`config.mk`:
```
export PLATFORM = sky130hd
export DESIGN_NAME = vram_wr_arbiter
export DESIGN_NICKNAME = d
export VERILOG_FILES = /design/src/rtl/vram_wr_arbiter_pkg.sv /design/src/rtl/vram_wr_arbiter_rr_pick.sv /design/src/rtl/vram_wr_arbiter.sv
export SDC_FILE = /design/constraint.sdc
export NUM_CORES = 1
export LEC_CHECK = 0
export BUFFER_PORTS_ARGS = -buffer_cell sky130_fd_sc_hd__buf_2
export CELL_PAD_IN_SITES_DETAIL_PLACEMENT = 1
export CELL_PAD_IN_SITES_GLOBAL_PLACEMENT = 1
export CORE_MARGIN = 4
export CORE_UTILIZATION = 35
export DETAILED_ROUTE_END_ITERATION = 8
export GPL_TIMING_DRIVEN = 0
export MAX_ROUTING_LAYER = met4
export PLACE_DENSITY_LB_ADDON = 0.1
export SLEW_MARGIN = 40
export SYNTH_ARGS = -nofsm -noshare
export SYNTH_HDL_FRONTEND = slang
export SYNTH_SLANG_ARGS = --single-unit
```
`constraint.sdc`:
```
create_clock -name CLK -period 3.9 [get_ports CLK]
set_input_delay 0.585 -clock CLK [delete_from_list [all_inputs] [get_ports CLK]]
set_output_delay 0.585 -clock CLK [all_outputs]
set_load 0.05 [all_outputs]
```
`src/rtl/vram_wr_arbiter_pkg.sv`:
```
// vram_wr_arbiter_pkg: VRAM port-B geometry, write-master indices and arbiter state type
package vram_wr_arbiter_pkg;
  localparam int VRAM_ADDR_W = 18;
  localparam int PIX_W = 8;
  localparam int VRAM_TOTAL_BYTES = 98304;
  localparam int WR_CLEAR = 0;
  localparam int WR_RASTER = 1;
  localparam int WR_NREQ = WR_RASTER + 1;
  localparam int WR_MAX_BURST = 64;
  typedef enum logic {IDLE, GRANT} arb_state_t;
endpackage

```
`src/rtl/vram_wr_arbiter_rr_pick.sv`:
```
// vram_wr_arbiter_rr_pick: rotating-priority encoder, first set req at or after ptr wins
module vram_wr_arbiter_rr_pick #(
  parameter int N = 2,
  parameter int IDX_W = $clog2(N)
) (
  input  logic [N-1:0]     req,
  input  logic [IDX_W-1:0] ptr,
  output logic             found,
  output logic [IDX_W-1:0] idx
);
  logic [IDX_W-1:0] j;
  always_comb begin
    found = 1'b0;
    idx = '0;
    j = '0;
    for (int k = N - 1; k >= 0; k--) begin
      j = IDX_W'((int'(ptr) + k) % N);
      if (req[j]) begin
        found = 1'b1;
        idx = j;
      end
    end
  end
endmodule

```
`src/rtl/vram_wr_arbiter.sv`:
```
// vram_wr_arbiter: round-robin, burst-bounded sharing of VRAM write port B among NREQ masters
module vram_wr_arbiter
  import vram_wr_arbiter_pkg::*;
#(
  parameter int NREQ = WR_NREQ,
  parameter int ADDR_W = VRAM_ADDR_W,
  parameter int DATA_W = PIX_W,
  parameter int TOTAL_BYTES = VRAM_TOTAL_BYTES,
  parameter int MAX_BURST = WR_MAX_BURST,
  localparam int IDX_W = $clog2(NREQ),
  localparam int CNT_W = $clog2(MAX_BURST + 1)
) (
  input  logic                     CLK,
  input  logic                     rst,
  input  logic                     hold,
  input  logic [NREQ-1:0]          req_valid,
  input  logic [NREQ*ADDR_W-1:0]   req_addr,
  input  logic [NREQ*DATA_W-1:0]   req_data,
  output logic [NREQ-1:0]          req_ready,
  output logic [ADDR_W-1:0]        vram_addr_b,
  output logic [DATA_W-1:0]        vram_data_b,
  output logic                     vram_we_b,
  output logic [IDX_W-1:0]         grant_id,
  output logic                     busy,
  output logic                     err_range
);
  arb_state_t state;
  logic [IDX_W-1:0] owner, rr_ptr, pick;
  logic [CNT_W-1:0] cnt;
  logic found, beat, last, in_range;
  logic [ADDR_W-1:0] addr;
  vram_wr_arbiter_rr_pick #(.N(NREQ)) u_pick (
    .req(req_valid),
    .ptr(rr_ptr),
    .found(found),
    .idx(pick)
  );
  // ready depends only on state/owner so masters may wait on it without a comb loop
  assign req_ready = (state == GRANT) ? NREQ'(1) << owner : '0;
  assign beat = state == GRANT && req_valid[owner];
  assign last = cnt == CNT_W'(MAX_BURST - 1);
  assign addr = req_addr[owner*ADDR_W +: ADDR_W];
  assign in_range = 32'(addr) < TOTAL_BYTES;
  assign grant_id = owner;
  assign busy = state == GRANT || vram_we_b;
  always_ff @(posedge CLK) begin
    if (rst) begin
      state <= IDLE;
      rr_ptr <= '0;
      owner <= IDX_W'(WR_CLEAR);
      cnt <= '0;
      vram_addr_b <= '0;
      vram_data_b <= '0;
      vram_we_b <= 1'b0;
      err_range <= 1'b0;
    end else begin
      vram_we_b <= beat && in_range;
      err_range <= beat && !in_range;
      if (beat) begin
        vram_addr_b <= addr;
        vram_data_b <= req_data[owner*DATA_W +: DATA_W];
        cnt <= cnt + 1'b1;
      end
      if (state == IDLE && !hold && found) begin
        owner <= pick;
        cnt <= '0;
        state <= GRANT;
      end
      if (state == GRANT && (!beat || last)) begin
        state <= IDLE;
        rr_ptr <= (owner == IDX_W'(NREQ - 1)) ? '0 : owner + 1'b1;
      end
    end
  end
endmodule
```
# --- Word-level counts from Yosys, hierarchy flattened ---
# Index checks and enable logic that the tools add are counted.
# Widths: inputs -> output; s select.
totals:
  inputBits: 57
  regBits: 38
  word_cells: 46
  out_inout_bits: 32
op_classes:
  order_cmp: 4
  muxes: 12
  bitwise: 1
  n_reduce_logical: 13
  n_eq_ne: 1
  multipliers: 1
  shifts: 3
  add_sub_neg: 3
op_table:
  columns: ["operator", "n"]
  rows:
  - ["$shiftx 36x7->18", 1]
  - ["$lt 18x17->1 const B", 1]
  - ["$shiftx 16x5->8", 1]
  - ["$mux 1", 11]
  - ["$add 7x1->7 const B", 1]
  - ["$eq 7x6->1 const B", 1]
  - ["$logic_and 1x1->1", 6]
  - ["$lt 1x2->1 const B", 3]
  - ["$mul 1x4->5 const B", 1]
  - ["$reduce_or 2->1", 2]
  - ["$logic_not 1->1", 3]
  - ["$add 1x1->1 const B", 2]
  - ["$logic_or 1x1->1", 2]
  - ["$mux 2", 1]
  - ["$shl 1x1->2 const A", 1]
  - ["$not 1->1", 1]

# --- Longest topological paths before layout ---
# Gate-level depths: netlist of run 1.
depth:
  depth_word: 7
  depth_mapped: 5
  ltp_nobuf: 4

# --- By module ---
# Synthesis of run 1 repeated with hierarchy kept, for this count alone.
hier_totals:
  hier_cells: 183
  hier_area_um2: 1836.8
modules_own_cells:
  columns: ["mod", "area_per_inst_um2", "n_inst", "cells_per_inst"]
  rows:
  - ["vram_wr_arbiter", 1819.2, 1, 180]
  - ["vram_wr_arbiter_rr_pick", 17.5, 1, 3]

# --- Worst setup path before layout of run 1 ---
# Ideal clock, no wire load.
synth_path:
  kind: "register to output"
  from: "register owner, in the netlist grant_id"
  to: "output port req_ready[1]"
  stages_incl_launch_ff: 4
  slack_ns: 1.744
  arrival_ns: 1.571
  cell_sequence: "dfxtp_1 > buf_4 > buf_2 > and2_1"
synth_between:
  elab_chain_cells: 2
synth_rtl:
  columns: ["element", "line_no", "source"]
  rows:
  - ["start, declared", "vram_wr_arbiter.sv:28", "logic [IDX_W-1:0] owner, rr_ptr, pick;"]
  - ["start signal, assigned", "vram_wr_arbiter.sv:50", "owner <= IDX_W'(WR_CLEAR);"]
  - ["start signal, assigned", "vram_wr_arbiter.sv:65", "owner <= pick;"]
  - ["$shl 1x1->2", "vram_wr_arbiter.sv:39", "assign req_ready = (state == GRANT) ? NREQ'(1) << owner : '0;"]
  - ["$mux 2", "vram_wr_arbiter.sv:39", null]
  - ["end, declared", "vram_wr_arbiter.sv:19", "output logic [NREQ-1:0] req_ready,"]
# Every way passes these cells.

# --- Worst setup path in the final report of run 1 ---
layout_path:
  from: "register state"
  to: "output port busy"
layout_between:
  elab_chain_cells: 1
layout_rtl:
  columns: ["element", "line_no", "source"]
  rows:
  - ["start, declared", "vram_wr_arbiter.sv:27", "arb_state_t state;"]
  - ["start signal, assigned", "vram_wr_arbiter.sv:48", "state <= IDLE;"]
  - ["start signal, assigned", "vram_wr_arbiter.sv:67", "state <= GRANT;"]
  - ["start signal, assigned", "vram_wr_arbiter.sv:70", "state <= IDLE;"]
  - ["$logic_or 1x1->1", "vram_wr_arbiter.sv:45", "assign busy = state == GRANT || vram_we_b;"]
  - ["end, declared", "vram_wr_arbiter.sv:24", "output logic busy,"]
# Every way passes these cells.

==> impl_metrics.py, run 1 <==
metrics = {
    "floorplan": {
        "core_um2": 4880,
        "die_w_um": 80.0,
        "die-area_um2": 6410,
        "start_util_pct": 37.2,
        "io_pins": 89,
        "die_y_um": 80.0,
        "rows": 25,
    },
    "clocking": {
        "post_cts_buffers": 0,
        "clock_path_buffers": 2,
        "cts_resized": 0,
        "insertion_delay_ns": 0.29,
        "cts_tree": "yes",
        "hold_buffers": 0,
        "numCtsBuffers": 5,
        "h-tree-depth": 2,
        "ctsRootBufferMaster": "clkbuf_8",
        "cts_sinks": 38,
        "clk_pin_slew_ns": 0.07,
    },
    "timing": {
        "drv_slew": 0,
        "period_needed_ns": 2.21,
        "fin_skew_ns": 0.00365,
        "fin_crit_sh_pct": 56.6,
        "slew_headroom_pct": 63.3,
        "setup_viol": 0,
        "rsz0062_at_grt": "false",
        "tightest_slew_ns": 0.547,
        "max_freq_mhz": 453,
        "hold_viol_final": 0,
        "tns_ns": 0,
    },
    "routing": {
        "drtAntennaViolNets": 0,
        "vias": 1824,
        "routedWlPerCell_um": 15.7,
        "drc_errors": 0,
        "totalWireLength_um": 5530,
        "drtIter0Drc": 54,
        "dr.pass1.iters": 4,
        "vias_per_cell": 5.17,
    },
    "run_status": {
        "status": "completed",
    },
    "final_layout": {
        "layout-drive-gt1-share_pct": 38.8,
        "diodes": 0,
        "nets": 345,
        "final_util_pct": 49.7,
        "syn2layout_area_growth_pct": 33.4,
        "final_area_um2": 2420,
    },
    "place": {
        "placed_cell_area_um2": 2340,
        "port_buffers": 88,
        "hpwlAfterDp_um": 4180,
        "place_congestion": 0.748,
    },
    "global_routing": {
        "grt_pass1_vias": 1820,
        "grt_pass1_wl_um": 8810,
        "gr-usage-all-layers_pct": 17.9,
        "antenna_found_initial": 0,
        "grt_max_degree": 11,
        "grt_overflow": 0,
    },
    "setup_path": {
        "required_ns": 3.31,
        "arrival_ns": 1.62,
        "cp-start-kind": "flip-flop",
        "critPathKind": "reg -> out",
        "critPathCaptureType": "output pin",
        "path_max_fanout": 10,
    },
    "power_and_ir_drop": {
        "p_per_area_nw_per_um2": 378,
        "peakVddDrop_mv": 0.176,
        "power.leakage_nw": 1.00,
    },
    "synth": {
        "synth_area_um2": 1820,
        "ys_types": 35,
        "ys_seq_area_share_pct": 41.9,
        "syn_nets": 250,
        "yosysWarningCount": 0,
        "synth_cells": 192,
        "synth_seq_cells": 38,
        "syn_area_per_cell_um2": 9.46,
    },
    "hold_path": {
        "hold_path_class": "reg -> reg",
    },
    "job": {
        "maxCapViolations": 0,
    },
}
[flip-flops by register name, summed over array words and instances, names as in the netlist]
name and cells:
vram_data_b 8, state 1, cnt 7, grant_id 1, err_range 1, vram_addr_b 18, vram_we_b 1, rr_ptr 1
[metal layers]
metal | vias to the layer above | global-route usage, % | share of wire, %
met5 | - | - | 0
met4 | 0 | 5.57 | 1.3
met3 | 7 | 3.84 | 6.3
met2 | 60 | 27.0 | 46
met1 | 833 | 23.9 | 47
li1 | 924 | - | -
[logic make-up after synthesis]
logic type | after synthesis | share of synthesized area (%)
multiplexers | 29 | 16.9
buffers and inverters | 21 | 5.51
AND/OR/NAND/NOR | 24 | 8.20
adder cells (fa/ha/maj) | 1 | 0.689
AO/OA/AOI/OAI | 79 | 26.8
flip-flops | 38 | 41.9
[synth_stat cells (all sizes together)]
cell type	n	area share, %
or3	3	1.0
nand4	3	1.0
nand2	2	0.41
nor4	2	1.0
clkbuf	5	1.0
o211ai	3	1.2
a21oi	36	9.9
a31oi	1	0.34
a211oi	27	11
or2	2	0.69
nand3	2	0.55
and4	1	0.48
nor2	3	0.76
mux2i	28	16
and2	1	0.34
and3	1	0.34
inv	5	1.0
mux2	1	0.83
o21ai	7	1.9
nor2b	2	0.69
o31ai	2	0.83
buf	11	3.4
o21bai	1	0.41
or4	2	0.83
o311ai	2	0.96
ha	1	0.69
dfxtp	38	42
[layout make-up]
| class | instances | area [um2] |
|---|---|---|
| Buffer | 16 | 81.3 |
| Clock buffer | 6 | 82.6 |
| Fill cell | 631 | 2460 |
| Inverter | 5 | 18.8 |
| Multi-Input combinational cell | 133 | 956 |
| Sequential cell | 38 | 761 |
| Tap cell | 67 | 83.8 |
| Timing Repair Buffer | 88 | 440 |
[critical path: stages, from the launching register on]
cell      delay [ns]
dfxtp_1         0.31
buf_2           0.20
clkbuf_1        0.38
or2_2           0.19
buf_2           0.25
[final timing paths]
check / start / to / slack (ns) / depth (start not counted)
worst min register to register: cnt[1]$_SDFFE_PP0P_ / cnt[1]$_SDFFE_PP0P_ / 0.51 / 2
worst max register to register: grant_id$_SDFFE_PP0P_ / vram_addr_b[14]$_SDFFE_PP0P_ / 2.34 / 5
worst min-delay path: cnt[1]$_SDFFE_PP0P_ / cnt[1]$_SDFFE_PP0P_ / 0.51 / 2
worst max-delay path: state$_SDFFE_PP0P_ / busy / 1.69 / 4
[through the flow]
| stage | instances | power (mW) | worst slack (ns) | hold slack, ns |
|---|---|---|---|---|
| after floorplan | 192 | 0.579 | 1.74 | 0.466 |
| after global placement | 347 | 0.651 | 1.98 | 0.488 |
| after detailed placement | 347 | 0.653 | 1.99 | 0.499 |
| after CTS | 353 | 0.923 | 1.67 | 0.511 |
| after global routing | 353 | 0.958 | 1.56 | 0.550 |
| final | 353 | 0.916 | 1.69 | 0.512 |
[cells in the final DEF, fill, tap and decap left out, drive strengths merged, types with 3 or more instances in the layout]
cell type / Yosys / routed
a211oi: 27 / 27
a21oi: 36 / 36
buf: 11 / 99
clkbuf: 5 / 11
dfxtp: 38 / 38
inv: 5 / 5
mux2i: 28 / 28
nand4: 3 / 3
nor2: 3 / 3
o211ai: 3 / 3
o21ai: 7 / 7
or3: 3 / 3
[where the power goes]
group          switching [mW]  total (mW)  internal, mW
registers             0.00951       0.417         0.407
logic                   0.151       0.226        0.0756
clock network           0.136       0.273         0.136
No activity file was read; power rests on OpenSTA's default activity.
==> inputs of run 2 (changes only) <==
--- a/config.mk
+++ b/config.mk
@@ -9,7 +9,7 @@
 export CELL_PAD_IN_SITES_DETAIL_PLACEMENT = 1
 export CELL_PAD_IN_SITES_GLOBAL_PLACEMENT = 1
 export CORE_MARGIN = 4
-export CORE_UTILIZATION = 35
+export CORE_UTILIZATION = 33
 export DETAILED_ROUTE_END_ITERATION = 8
 export GPL_TIMING_DRIVEN = 0
 export MAX_ROUTING_LAYER = met4
==> constraint.sdc (replaced) <==
create_clock -name CLK -period 2.2 [get_ports CLK]
set_input_delay 0.33 -clock CLK [delete_from_list [all_inputs] [get_ports CLK]]
set_output_delay 0.33 -clock CLK [all_outputs]
set_load 0.05 [all_outputs]
==> impl_metrics.py, run 2 (synthesis results as in run 1) <==
metrics = {
    "final_layout": {
        "layout-drive-gt1-share_pct": 39.2,
        "diodes": 0,
        "final_util_pct": 47.1,
        "largest_register": "vram_addr_b",
        "nFillCells": 686,
        "final_common_cell": "buf_2",
        "final_cell_mix": "buf_2 (96), dfxtp_1 (38), a21oi_1 (36), mux2i_1 (27), a211oi_1 (27)",
        "reg.largest.list": "vram_addr_b (18), vram_data_b (8), cnt (7)",
        "largest_reg_flops": 18,
        "nets": 345,
        "syn2layout_area_growth_pct": 35.1,
    },
    "global_routing": {
        "grt_overflow": 0,
        "grt_pass1_vias": 1861,
        "grt_pass1_wl_um": 8960,
        "gr-usage-all-layers_pct": 17.7,
        "grt_max_degree": 13,
        "antenna_found_initial": 0,
    },
    "routing": {
        "vias": 1846,
        "totalWireLength_um": 5660,
        "routedWlPerCell_um": 15.8,
        "drtIter0Drc": 76,
        "dr.pass1.iters": 4,
        "vias_per_cell": 5.16,
        "drtAntennaViolNets": 0,
        "drc_errors": 0,
    },
    "floorplan": {
        "die_y_um": 82.2,
        "start_util_pct": 34.9,
        "core_um2": 5200,
        "rows": 26,
        "io_pins": 89,
        "die-area_um2": 6760,
        "die_w_um": 82.2,
    },
    "setup_path": {
        "path_buf_inv": 3,
        "cp_slowest_cell": "clkbuf_1",
        "path_max_fanout": 10,
        "critPathCaptureType": "output pin",
        "cpMostUsedCell": "buf_2",
        "slowest_delay_ns": 0.41,
        "arrival_ns": 1.64,
        "required_ns": 1.87,
        "crit_chain": "buf_2, clkbuf_1, or2_2, buf_2",
        "path_delay_family": "buffers and inverters",
        "critPathKind": "reg -> out",
        "cp-start-kind": "flip-flop",
    },
    "power_and_ir_drop": {
        "power.leakage_nw": 1.02,
        "peakVddDrop_mv": 0.343,
        "p_per_area_nw_per_um2": 701,
    },
    "timing": {
        "tns_ns": 0,
        "fin_skew_ns": 0.00398,
        "setup_viol": 0,
        "fin_crit_sh_pct": 89.7,
        "max_freq_mhz": 507,
        "rsz0062_at_grt": "false",
        "drv_slew": 0,
        "tightest_slew_ns": 0.525,
        "hold_viol_final": 0,
        "slew_headroom_pct": 64.8,
        "period_needed_ns": 1.97,
    },
    "place": {
        "port_buffers": 88,
        "place_congestion": 0.751,
        "hpwlAfterDp_um": 4430,
    },
    "clocking": {
        "numCtsBuffers": 5,
        "cts_tree": "yes",
        "ctsRootBufferMaster": "clkbuf_8",
        "clk_pin_slew_ns": 0.07,
        "insertion_delay_ns": 0.28,
        "hold_buffers": 0,
        "cts_resized": 0,
        "clock_path_buffers": 2,
        "cts_sinks": 38,
        "post_cts_buffers": 0,
        "h-tree-depth": 2,
    },
    "job": {
        "maxCapViolations": 0,
    },
    "run_status": {
        "status": "completed",
    },
    "hold_path": {
        "hold_path_class": "in -> reg",
    },
}
[run 2: cell type report]
type	count	area, um2	area share [%]
Multi-Input combinational cell	133	956	39.0
Clock buffer	5	68.8	2.80
Tap cell	70	87.6	3.57
Buffer	16	81.3	3.31
Sequential cell	38	761	31.0
Inverter	5	18.8	0.765
Clock inverter	3	40.0	1.63
Timing Repair Buffer	88	440	18.0
[run 2: final timing paths]
kind                                   to  depth (start not counted)                   from  slack (ns)
max reg2reg  vram_addr_b[16]$_SDFFE_PP0P_                          5  grant_id$_SDFFE_PP0P_        0.63
min reg2reg           cnt[1]$_SDFFE_PP0P_                          2    cnt[1]$_SDFFE_PP0P_        0.50
min                    state$_SDFFE_PP0P_                          4                   hold        0.37
max                                  busy                          4     state$_SDFFE_PP0P_        0.23
[run 2: layer usage]
metal / wire [um] / track usage (%)
met4: 55 / 5.15
met2: 2650 / 28.0
met1: 2630 / 22.8
met5: 0 / -
met3: 333 / 3.58
[run 2: through the flow]
stage / instances / hold slack, ns / instance area (um2) / power (mW) / worst slack [ns]
after floorplan: 192 / 0.466 / 1820 / 1.03 / 0.233
after global placement: 350 / 0.488 / 2340 / 1.15 / 0.531
after detailed placement: 350 / 0.493 / 2340 / 1.16 / 0.519
after CTS: 358 / 0.371 / 2450 / 1.74 / 0.204
after global routing: 358 / 0.379 / 2450 / 1.81 / 0.0996
final: 358 / 0.367 / 2450 / 1.72 / 0.228
[run 2: worst min-delay path: stages]
cell	delay, ns
buf_2	0.10
nor2_1	0.05
o21ai_0	0.07
a21oi_1	0.06
[run 2: report_power, final]
part	internal, mW	total (mW)	switching (mW)
logic	0.134	0.404	0.270
registers	0.722	0.739	0.0169
clock network	0.334	0.578	0.245
